<file path="src/rtl/priority_encoder.sv">
// priority_encoder: registered priority encoder.
// Reduces a WIDTH-bit request vector to the index of the winning request,
// along with a valid flag, the isolated one-hot winner and a multi-request flag.
// MSB_FIRST selects whether the highest or the lowest set index wins.
module priority_encoder #(
    parameter int unsigned WIDTH     = 8,
    parameter int unsigned OUT_W     = (WIDTH > 1) ? $clog2(WIDTH) : 1,
    parameter bit          MSB_FIRST = 1'b1
) (
    input  logic             clk,
    input  logic             rst_n,
    input  logic             en,
    input  logic [WIDTH-1:0] i,
    output logic [OUT_W-1:0] out,
    output logic             valid,
    output logic [WIDTH-1:0] onehot,
    output logic             multi
);

    logic [OUT_W-1:0] win_idx;
    logic [WIDTH-1:0] win_hot;
    logic [WIDTH-1:0] probe;
    logic             valid_c;
    logic             multi_c;
    int unsigned      sel;

    // Scan from lowest to highest priority so the last set bit seen is the winner.
    always_comb begin
        win_idx = '0;
        win_hot = '0;
        probe   = '0;
        sel     = 0;
        for (int unsigned k = 0; k < WIDTH; k++) begin
            sel   = MSB_FIRST ? k : (WIDTH - 1 - k);
            probe = i >> sel;
            if (probe[0]) begin
                win_idx = OUT_W'(sel);
                win_hot = WIDTH'(1) << sel;
            end
        end
    end

    // Request summary flags; clearing the lowest set bit leaves something only
    // when two or more requests are present, independent of priority order.
    always_comb begin
        valid_c = |i;
        multi_c = |(i & (i - WIDTH'(1)));
    end

    // Output registers: reset dominates, otherwise capture when enabled.
    always_ff @(posedge clk) begin
        if (!rst_n) begin
            out    <= '0;
            valid  <= 1'b0;
            onehot <= '0;
            multi  <= 1'b0;
        end else if (en) begin
            out    <= win_idx;
            valid  <= valid_c;
            onehot <= win_hot;
            multi  <= multi_c;
        end
    end

endmodule

</file>
<file path="config.mk">
export PLATFORM = sky130hd
export DESIGN_NAME = priority_encoder
export DESIGN_NICKNAME = d
export VERILOG_FILES = /design/src/rtl/priority_encoder.sv
export SDC_FILE = /design/constraint.sdc
export NUM_CORES = 1
export LEC_CHECK = 0
export ABC_CLOCK_PERIOD_IN_PS = 3250
export CAP_MARGIN = 20
export CORE_MARGIN = 5
export CORE_UTILIZATION = 45
export DETAILED_ROUTE_END_ITERATION = 8
export GPL_TIMING_DRIVEN = 0
export PLACE_DENSITY = 0.89
export SYNTH_ARGS = -nofsm -noshare
export SYNTH_HDL_FRONTEND = slang
export SYNTH_SLANG_ARGS = --single-unit
</file>
<file path="constraint.sdc">
create_clock -name clk -period 3.25 [get_ports clk]
set_input_delay 0.4875 -clock clk [delete_from_list [all_inputs] [get_ports clk]]
set_output_delay 0.4875 -clock clk [all_outputs]
set_load 0.005 [all_outputs]
</file>
==> results by group <==
Place
  • RePlAce Congestion: 0.839
  • Port-buffer cells: 21
  • Dpl ws: 1.26 ns
  • Post-DP HPWL: 1080 µm

Logic synthesis
  • Mapped Nets: 79
  • Post-synth cell types: 32
  • Post-Syn Area: 637 µm²
  • Ys Warns: 0
  • Synth Instances: 68
  • Seq/Total Area, Yosys: 40.9%
  • Synth Register Bits: 13
  • Mean Syn Cell Area: 9.37 µm²
  • Ranking of synthesized cells by area: dfxtp_1 41%, nor2b_1 4.9%, o21ai_0 3.9%, a21boi_0 3.5%, o21a_1 3.5%
  • Synth area leader: dfxtp_1
  • Synth top area share: 40.9%

Detailed routing
  • Vias: 615
  • DRT antenna net count: 0
  • DRC viols: 0
  • Routed length per instance: 14.0 µm
  • Final WL: 1510 µm
  • Vias per inst: 5.69
  • Initial drt markers: 17
  • DR pass1 iterations: 4

Cells and area
  • Syn-to-layout area delta: 40.1%
  • Final core utilization: 67.7%
  • # diodes: 0
  • Nets: 105
  • Share of post-route cells with drive strength above 1: 11.8%

Flow run
  • Max-Cap Viols: 0

Worst setup path
  • Max FO, Critical Path: 7
  • Slowest-stage cell, CP: clkdlybuf4s50_1
  • Nature of the critical path endpoint: flip-flop
  • Worst path cell trace: clkdlybuf4s50_1, nor4_4, nor4b_2, o21a_1
  • Slowest cell delay on critical path: 0.53 ns
  • Crit start category: input port
  • Arrival time at the worst endpoint: 1.94 ns
  • Crit path buf inv count: 1
  • CP required: 3.48 ns
  • WS Path Type: input port to flip-flop
  • Crit path max-delay family: simple AND/OR/NAND/NOR gates

Global route
  • Largest net degree at the start of global routing: 11
  • Number of global-route vias before repair: 573
  • Tot GR Track Use: 15.4%
  • Global-route wire length before repair: 2440 µm
  • Initial antenna violation count: 0
  • Total gr overflow: 0

Timing
  • Setup TNS Final: 0 ns
  • Final Hold Viols: 0
  • WHS: 0.466 ns
  • Slew margin rel.: 73.0%
  • F_max: 585 MHz
  • Final slew viol count: 0
  • Worst slew pin tran: 0.402 ns
  • Final critical path time including I/O delays and setup: 1.71 ns
  • Skew final: 0 ns
  • RSZ-0062 raised after global routing: no
  • Period Utilization, post-route: 52.6%
  • Final Worst Setup Slack: 1.54 ns
  • Final setup viols: 0

Pwr
  • Final Power: 0.000338 W
  • Pwr dens: 379 nW/µm²
  • Max IR drop VDD: 234 µV
  • P_leak: 0.307 nW

Floorplanning
  • Core area: 1320 µm²
  • Io pins: 24
  • Starting Density: 48.3%
  • Die Height: 47.6 µm
  • Row cnt: 13
  • Die area: 2270 µm²
  • Die Wd: 47.6 µm

Outcome
  • Status: finished, final reports clean

Clocking
  • CTS sink cnt: 13
  • Clock Tree Buf Depth: 2
  • Clk root buf: clkbuf_4
  • Clock latency on the worst-skew pair: 0.28 ns
  • Num CTS Buffers: 3
  • CTS Hold Bufs: 0
  • Clock transition at path regs: 0.09 ns
  • # H-tree levels: 1
  • Post-CTS setup buffer count: 0
  • CTS resizes: 0
  • CTS tree: yes

Hold path
  • Hold crit path type: flip-flop to flip-flop
## where the power goes
group          switching [W]  internal [W]  total (W)
clock network      0.0000579     0.0000476   0.000106
registers         0.00000358      0.000166   0.000170
logic              0.0000282     0.0000345  0.0000627
## placed cells by master (no fill, tap or decap), types with 3 or more instances in the layout
master	instances
clkdlybuf4s50_1	21
dfxtp_1	13
o21ai_0	5
nor2b_1	5
nand2_1	4
buf_2	3
nor2_1	3
a21boi_0	3
o21a_1	3
clkbuf_4	3
## cells in the mapped netlist
cell type	count
a211oi_1	1
a21boi_0	3
a21boi_1	2
a21oi_1	2
a221o_1	1
a22oi_1	1
a31oi_1	2
and2b_2	1
buf_2	3
clkbuf_1	1
dfxtp_1	13
inv_1	2
maj3_2	1
mux2i_1	1
nand2_1	4
nand2b_1	1
nand3_1	1
nand3b_1	1
nand4_1	1
nand4b_1	2
nor2_1	3
nor2b_1	5
nor3b_1	1
nor4_4	1
nor4b_2	1
o21a_1	3
o21ai_0	5
o221a_1	1
o31a_2	1
o31ai_1	1
o41ai_1	1
or3_1	1
## cell type report
type	instances	area [µm²]
fillers	107	425
multi-input cells	49	350
flip-flops and latches	13	260
repair buffers	21	210
clock buffers	4	26.3
plain buffers	4	18.8
well taps	15	18.8
inverters	2	7.51
## per-stage QoR
step	cell area, µm²	std cells
after floorplan	637	68
after global routing	892	108
after global placement	866	104
after detailed placement	866	104
final	892	108
after CTS	892	108
## cells by family after synthesis
family | count (synthesis) | synth area share [%]
muxes | 1 | 1.57
adders and majority gates | 1 | 1.77
AOI/OAI and AO/OA | 24 | 26.7
buffers and inverters | 6 | 4.12
and+or+nand+nor | 23 | 25.0
DFF | 13 | 40.9
## per-layer routing
| layer | up-vias | GRT usage, % | wire, µm |
|---|---|---|---|
| met5 | - | 0 | 0 |
| met4 | 0 | 9.68 | 27 |
| met3 | 5 | 4.51 | 118 |
| met2 | 24 | 22.7 | 654 |
| met1 | 284 | 19.6 | 707 |
| li1 | 302 | - | - |
## sequential cells by signal, summed over array words and instances, names as in the netlist
name / count
out: 3
multi: 1
valid: 1
onehot: 8
## final timing paths
kind / startpoint / to / slack [ns] / cells after the start
max: i[6] / onehot[1] / 1.54 / 4
min reg2reg: onehot[0] / onehot[0] / 0.47 / 2
max reg2reg: multi / multi / 2.41 / 2
min: onehot[0] / onehot[0] / 0.47 / 2
## worst register-to-register path: stages (launching register included)
cell and delay (ns):
dfxtp_1 0.35, o21ai_0 0.10, o31ai_1 0.29
(Power assumes the default switching activity.)
